[src/rtl/pll_phase_shift_controller.sv]
// pll_phase_shift_controller
//   Steps the dynamic phase of one of two PLLs, one increment at a time. The
//   controller waits for the PLL's phasedone low-then-high handshake between
//   increments. It reports busy, done, dropped-request and timeout status back
//   to the command path.
//
// Parameters
//   STEP_HOLD : cycles phasestep is held high per step (>= 1)
//   TIMEOUT   : max cycles per step spent waiting for phasedone (>= 4)
//
// Ports
//   i_clk, i_rst_n               clock (also the PLL scanclk), async active-low reset
//   i_shift_ready                command strobe; rising edge = new command
//   i_periods_to_process         number of phase steps
//   i_phasecounterselect_1/2     counter select for PLL 1 / PLL 2
//   i_pll_to_update              0 = PLL 1, 1 = PLL 2
//   i_phaseupdown                direction, 1 = up
//   i_phasedone_1/2              PLL phasedone (asynchronous)
//   o_phasestep_1/2              phasestep to each PLL
//   o_phasecounterselect_1/2     counter select to each PLL
//   o_phaseupdown_1/2            direction to each PLL
//   o_busy                       command in progress
//   o_done                       one-cycle pulse on error-free completion
//   o_error                      sticky timeout flag, cleared by the next command
//   o_dropped                    one-cycle pulse when a request arrives while busy
//   o_steps_remaining            steps not yet completed
module pll_phase_shift_controller #(
    parameter int STEP_HOLD = 2,
    parameter int TIMEOUT   = 255
) (
    input  logic       i_clk,
    input  logic       i_rst_n,
    input  logic       i_shift_ready,
    input  logic [7:0] i_periods_to_process,
    input  logic [2:0] i_phasecounterselect_1,
    input  logic [2:0] i_phasecounterselect_2,
    input  logic       i_pll_to_update,
    input  logic       i_phaseupdown,
    input  logic       i_phasedone_1,
    input  logic       i_phasedone_2,
    output logic       o_phasestep_1,
    output logic       o_phasestep_2,
    output logic [2:0] o_phasecounterselect_1,
    output logic [2:0] o_phasecounterselect_2,
    output logic       o_phaseupdown_1,
    output logic       o_phaseupdown_2,
    output logic       o_busy,
    output logic       o_done,
    output logic       o_error,
    output logic       o_dropped,
    output logic [7:0] o_steps_remaining
);

    localparam int HW = (STEP_HOLD > 1) ? $clog2(STEP_HOLD) : 1;
    localparam int TW = $clog2(TIMEOUT + 1);
    localparam logic [HW-1:0] HOLD_LAST = HW'(STEP_HOLD - 1);
    localparam logic [TW-1:0] TO_LAST   = TW'(TIMEOUT - 1);
    localparam logic [2:0]    SEL_RST   = 3'b110;

    typedef enum logic [2:0] {
        IDLE,
        SETUP,
        STEP,
        WAIT_LOW,
        WAIT_HIGH,
        DONE
    } state_t;

    state_t        state, state_nxt;
    logic          shift_ready_q;
    logic [1:0]    sync_1, sync_2;
    logic          req, pd;

    logic [HW-1:0] hold_cnt, hold_nxt;
    logic [TW-1:0] to_cnt, to_nxt;

    // latched command
    logic          pll, pll_nxt;
    logic          dir, dir_nxt;
    logic [2:0]    sel, sel_nxt;

    logic          step_1_nxt, step_2_nxt;
    logic [2:0]    cs_1_nxt, cs_2_nxt;
    logic          ud_1_nxt, ud_2_nxt;
    logic          busy_nxt, done_nxt, error_nxt, dropped_nxt;
    logic [7:0]    steps_nxt;
    logic          prog;

    assign req = i_shift_ready & ~shift_ready_q;
    assign pd  = pll ? sync_2[1] : sync_1[1];

    // phasedone synchronizers and request edge detect
    always_ff @(posedge i_clk or negedge i_rst_n) begin
        if (!i_rst_n) begin
            sync_1        <= '0;
            sync_2        <= '0;
            shift_ready_q <= 1'b0;
        end else begin
            sync_1        <= {sync_1[0], i_phasedone_1};
            sync_2        <= {sync_2[0], i_phasedone_2};
            shift_ready_q <= i_shift_ready;
        end
    end

    always_comb begin
        state_nxt   = state;
        hold_nxt    = hold_cnt;
        to_nxt      = to_cnt;
        pll_nxt     = pll;
        dir_nxt     = dir;
        sel_nxt     = sel;
        steps_nxt   = o_steps_remaining;
        error_nxt   = o_error;
        // busy drops the cycle after the done pulse
        busy_nxt    = o_busy & ~o_done;
        done_nxt    = (state == DONE);
        dropped_nxt = req & (state != IDLE);
        prog        = 1'b0;

        case (state)
            IDLE: begin
                if (req) begin
                    pll_nxt   = i_pll_to_update;
                    dir_nxt   = i_phaseupdown;
                    sel_nxt   = i_pll_to_update ? i_phasecounterselect_2 : i_phasecounterselect_1;
                    error_nxt = 1'b0;
                    busy_nxt  = 1'b1;
                    steps_nxt = i_periods_to_process;
                    if (i_periods_to_process == 8'd0) begin
                        state_nxt = DONE;
                    end else begin
                        state_nxt = SETUP;
                        prog      = 1'b1;
                    end
                end
            end
            SETUP: begin
                hold_nxt  = '0;
                to_nxt    = '0;
                state_nxt = STEP;
            end
            STEP: begin
                if (hold_cnt == HOLD_LAST) begin
                    hold_nxt  = '0;
                    state_nxt = WAIT_LOW;
                end else begin
                    hold_nxt = hold_cnt + 1'b1;
                end
            end
            WAIT_LOW: begin
                to_nxt = to_cnt + 1'b1;
                if (!pd) begin
                    state_nxt = WAIT_HIGH;
                end else if (to_cnt == TO_LAST) begin
                    state_nxt = IDLE;
                    error_nxt = 1'b1;
                    busy_nxt  = 1'b0;
                end
            end
            WAIT_HIGH: begin
                to_nxt = to_cnt + 1'b1;
                if (pd) begin
                    steps_nxt = o_steps_remaining - 8'd1;
                    if (o_steps_remaining == 8'd1) begin
                        state_nxt = DONE;
                    end else begin
                        state_nxt = SETUP;
                        prog      = 1'b1;
                    end
                end else if (to_cnt == TO_LAST) begin
                    state_nxt = IDLE;
                    error_nxt = 1'b1;
                    busy_nxt  = 1'b0;
                end
            end
            DONE: begin
                state_nxt = IDLE;
            end
            default: begin
                state_nxt = IDLE;
            end
        endcase

        // Select/direction are registered on the edge that enters SETUP, so
        // they are already settled for the whole SETUP cycle before phasestep
        // rises on the edge that leaves it.
        cs_1_nxt = o_phasecounterselect_1;
        cs_2_nxt = o_phasecounterselect_2;
        ud_1_nxt = o_phaseupdown_1;
        ud_2_nxt = o_phaseupdown_2;
        if (prog) begin
            if (pll_nxt) begin
                cs_2_nxt = sel_nxt;
                ud_2_nxt = dir_nxt;
            end else begin
                cs_1_nxt = sel_nxt;
                ud_1_nxt = dir_nxt;
            end
        end

        // phasestep is a flop mirroring the STEP state, glitch-free at the pin
        step_1_nxt = (state_nxt == STEP) & ~pll_nxt;
        step_2_nxt = (state_nxt == STEP) &  pll_nxt;
    end

    always_ff @(posedge i_clk or negedge i_rst_n) begin
        if (!i_rst_n) begin
            state                  <= IDLE;
            hold_cnt               <= '0;
            to_cnt                 <= '0;
            pll                    <= 1'b0;
            dir                    <= 1'b1;
            sel                    <= SEL_RST;
            o_phasestep_1          <= 1'b0;
            o_phasestep_2          <= 1'b0;
            o_phasecounterselect_1 <= SEL_RST;
            o_phasecounterselect_2 <= SEL_RST;
            o_phaseupdown_1        <= 1'b1;
            o_phaseupdown_2        <= 1'b1;
            o_busy                 <= 1'b0;
            o_done                 <= 1'b0;
            o_error                <= 1'b0;
            o_dropped              <= 1'b0;
            o_steps_remaining      <= 8'd0;
        end else begin
            state                  <= state_nxt;
            hold_cnt               <= hold_nxt;
            to_cnt                 <= to_nxt;
            pll                    <= pll_nxt;
            dir                    <= dir_nxt;
            sel                    <= sel_nxt;
            o_phasestep_1          <= step_1_nxt;
            o_phasestep_2          <= step_2_nxt;
            o_phasecounterselect_1 <= cs_1_nxt;
            o_phasecounterselect_2 <= cs_2_nxt;
            o_phaseupdown_1        <= ud_1_nxt;
            o_phaseupdown_2        <= ud_2_nxt;
            o_busy                 <= busy_nxt;
            o_done                 <= done_nxt;
            o_error                <= error_nxt;
            o_dropped              <= dropped_nxt;
            o_steps_remaining      <= steps_nxt;
        end
    end

endmodule
[config.mk]
export PLATFORM = sky130hd
export DESIGN_NAME = pll_phase_shift_controller
export DESIGN_NICKNAME = d
export VERILOG_FILES = /design/src/rtl/pll_phase_shift_controller.sv
export SDC_FILE = /design/constraint.sdc
export NUM_CORES = 1
export LEC_CHECK = 0
export BUFFER_PORTS_ARGS = -buffer_cell sky130_fd_sc_hd__buf_2
export CORE_MARGIN = 4
export CORE_UTILIZATION = 40
export DETAILED_ROUTE_END_ITERATION = 8
export PLACE_DENSITY = 0.61
export SYNTH_ARGS = -nofsm -noshare
export SYNTH_HDL_FRONTEND = slang
export SYNTH_SLANG_ARGS = --single-unit
[constraint.sdc]
create_clock -name i_clk -period 2.6 [get_ports i_clk]
set_input_delay 0 -clock i_clk [delete_from_list [all_inputs] [get_ports i_clk]]
set_output_delay 0 -clock i_clk [all_outputs]
set_load 0.02 [all_outputs]
==> summary.txt <==
Place
  • HPWL Detailed: ~3200 um
  • Routability Congestion: roughly 0.8
  • DP Area: between 2000 and 2500 um^2
  • PortBufs: between 40 and 50
  • Setup WS pre-CTS: 595 ps
  • Dpl cells: between 300 and 400

Power
  • Tot Pwr: 2.83 mW
  • PwrDens: between 1000 and 1500 nW/um^2
  • VDD IR max: between 0.3 and 0.4 mV
  • Static Leak: 1.17 nW

Floorplanning
  • # rows: 26
  • Die area: roughly 6600 um^2
  • Die Wd: 81.0 um
  • Die Y: between 80 and 90 um
  • I/O pins: 43
  • Core area: just over 5000 um^2
  • Starting Density: 0.414

Setup path
  • CP Class: register to register
  • Startpoint types: register
  • Reg-to-Reg Start: state[0]
  • Register-to-register path setup slack: 600 ps
  • CP Data Required Time: roughly 2800 ps
  • Crit-path max FO: 15
  • Crit path arrival time: between 2000 and 2500 ps
  • Setup crit end kind: register
  • Cells on worst reg2reg path: 4
  • Crit. Startpoint: state[0]

Synthesis
  • Async SR Flop Fraction: 1.00
  • Synth area leader: dfrtp_1
  • Most common cell in the netlist: dfrtp_1
  • Post-synth EDFFs: 0
  • Post-synth net total: 221
  • Syn Inst Count: between 150 and 200
  • Largest cells by area after synthesis: dfrtp_1 (41%), dfstp_2 (11%), mux2_1 (4.2%)
  • Post-Syn Area: around 2100 um^2
  • Netlist cell types: ~50
  • Sequential share of the synthesized area: 0.522
  • Most used flip-flop cell after synthesis: dfrtp_1
  • #FFs+latches synth: 44
  • Synth warn: 0
  • Post-synth top cells: dfrtp_1 (35), o21ai_0 (16), nand2_1 (15)
  • Syn Area/Cell: about 11 um^2
  • Post-synth top area share: 0.411

Final layout
  • Layout cells sized above 1: 0.293
  • Non-filler cells, final: around 320
  • # nets final: 273
  • Antenna Cells: 0
  • Layout area overhead: 21.4%
  • Final core occ: 0.503
  • Area of the multi-input gates: 958 um^2
  • Post-Layout Inst Area: 2580 um^2
  • Reg area: roughly 1100 um^2
  • FILL cells: between 400 and 500

Run status
  • Status: finished, final reports clean

Min path
  • HP Start: i_periods_to_process[3]
  • Hold path depth: 3
  • Hold Path Class: input port to register

Detailed routing
  • Routed len/inst: ~14 um
  • DRC Markers: 0
  • Via count: about 1700
  • Drt first pass iters: 4
  • Drt total wl: between 4000 and 5000 um
  • Final ANT Viol Nets: 0
  • DR iter-0 viols: 48
  • Vias per cell: roughly 5.2

Timing
  • RSZ-0062 raised after global routing: false
  • Count of final max-slew check failures: 0
  • Fin crit share: 0.771
  • Setup TNS: 0 ps
  • Hold Fails Final Rpt: 0
  • Slack of the critical path: approximately 600 ps
  • Slew @ Worst Pin: approximately 960 ps
  • Final hold slack: between 20 and 30 ps
  • Max frequency: 499 MHz
  • Worst clock skew: about 6.9 ps
  • Final min period: ~2000 ps
  • Slew HR: 0.362
  • Final setup fails: 0

Run
  • Max-Cap Viols: 0

Clock network
  • Clk buf depth: 2
  • Clock buffer count from CTS: 5
  • H-tree levels: 2
  • CTS tree: built
  • Root Buffer: clkbuf_8
  • Clock slew at reported path FFs: 90 ps
  • Clock latency on the worst-skew pair: about 300 ps
  • Post-CTS setup buffer count: 0
  • Clk sinks: 44

GRT
  • GRT Overall Usage: 0.146
  • Number of global-route vias before repair: around 1500
  • Global-route wire length before repair: around 7400 um
  • Largest net degree at the start of global routing: 45
  • Grt total ovfl: 0
  • Initial antenna violation count: 0
repair_timing:
action	4_1_cts	5_1_grt
resized for setup	0	0
endpoints found under the hold margin	41	0
hold buffers	7	0
cells by family after synthesis:
family	Yosys count	synth area share
and+or+nand+nor	62	0.164
AOI/OAI and AO/OA	55	0.172
DFF	44	0.522
muxes	18	0.0905
buffers and inverters	13	0.0276
adders and majority gates	4	0.0235
cell type report:
class / instances / area share
Clock inverter: 2 / 0.00581
Inverter: 5 / 0.00726
Tap cell: 70 / 0.0339
Sequential cell: 44 / 0.430
Multi-Input combinational cell: 139 / 0.371
Clock buffer: 6 / 0.0319
Timing Repair Buffer: 53 / 0.120
state kept, by name, indices dropped and copies added, names as in the netlist, 2 cells and up:
| signal | flops |
|---|---|
| sync_1 | 2 |
| to_cnt | 8 |
| o_steps_remaining | 8 |
| o_phasecounterselect_1 | 3 |
| o_phasecounterselect_2 | 3 |
| sel | 3 |
| sync_2 | 2 |
| state | 3 |
where the power goes:
part / switching [mW] / internal (mW) / leakage, nW
sequential: 0.232 / 0.968 / 0.535
combinational: 0.704 / 0.476 / 0.591
clock: 0.234 / 0.215 / 0.0434
total: 1.17 / 1.66 / 1.17
cells in the final DEF, fill, tap and decap left out, drive strengths merged, types with 2 or more instances in the layout:
master       netlist  final
buf                3     46
dfrtp             35     35
o21ai             17     17
nand2             15     15
a21oi             13     13
mux2              10     10
dfstp              9      9
mux2i              8      8
nor2               8      8
dlygate4sd3        0      7
nand3              6      6
clkbuf             5      6
inv                5      5
o2bb2ai            5      5
nor3               5      5
nand2b             4      4
and3               4      4
a22oi              4      4
ha                 4      4
nor4               4      4
nand4              3      3
a31oi              3      3
o211ai             3      3
nor2b              2      2
a211oi             2      2
clkinvlp           0      2
or3                2      2
or3b               2      2
o2bb2a             2      2
layer usage:
metal / track usage / vias up / part of all wire
met5: 0 / - / 0
met4: 0.0456 / 0 / 0.0076
met3: 0.0399 / 4 / 0.050
met2: 0.234 / 35 / 0.49
met1: 0.191 / 787 / 0.46
li1: - / 838 / -
final timing paths:
path,end
hold / removal,o_steps_remaining[3]
hold reg to reg,sync_1[1]
setup reg to reg,o_phasecounterselect_2[0]
min in group asynchronous,o_phasecounterselect_1[0]
setup / recovery,o_phasecounterselect_2[0]
max in group asynchronous,o_phasestep_1
critical path, stage by stage, from the launching register on:
cell and delay (ps):
dfrtp_1 530, or3_4 470, a211oi_1 290, o2bb2a_2 280, mux2_1 330
No activity file was read; power rests on OpenSTA's default activity.
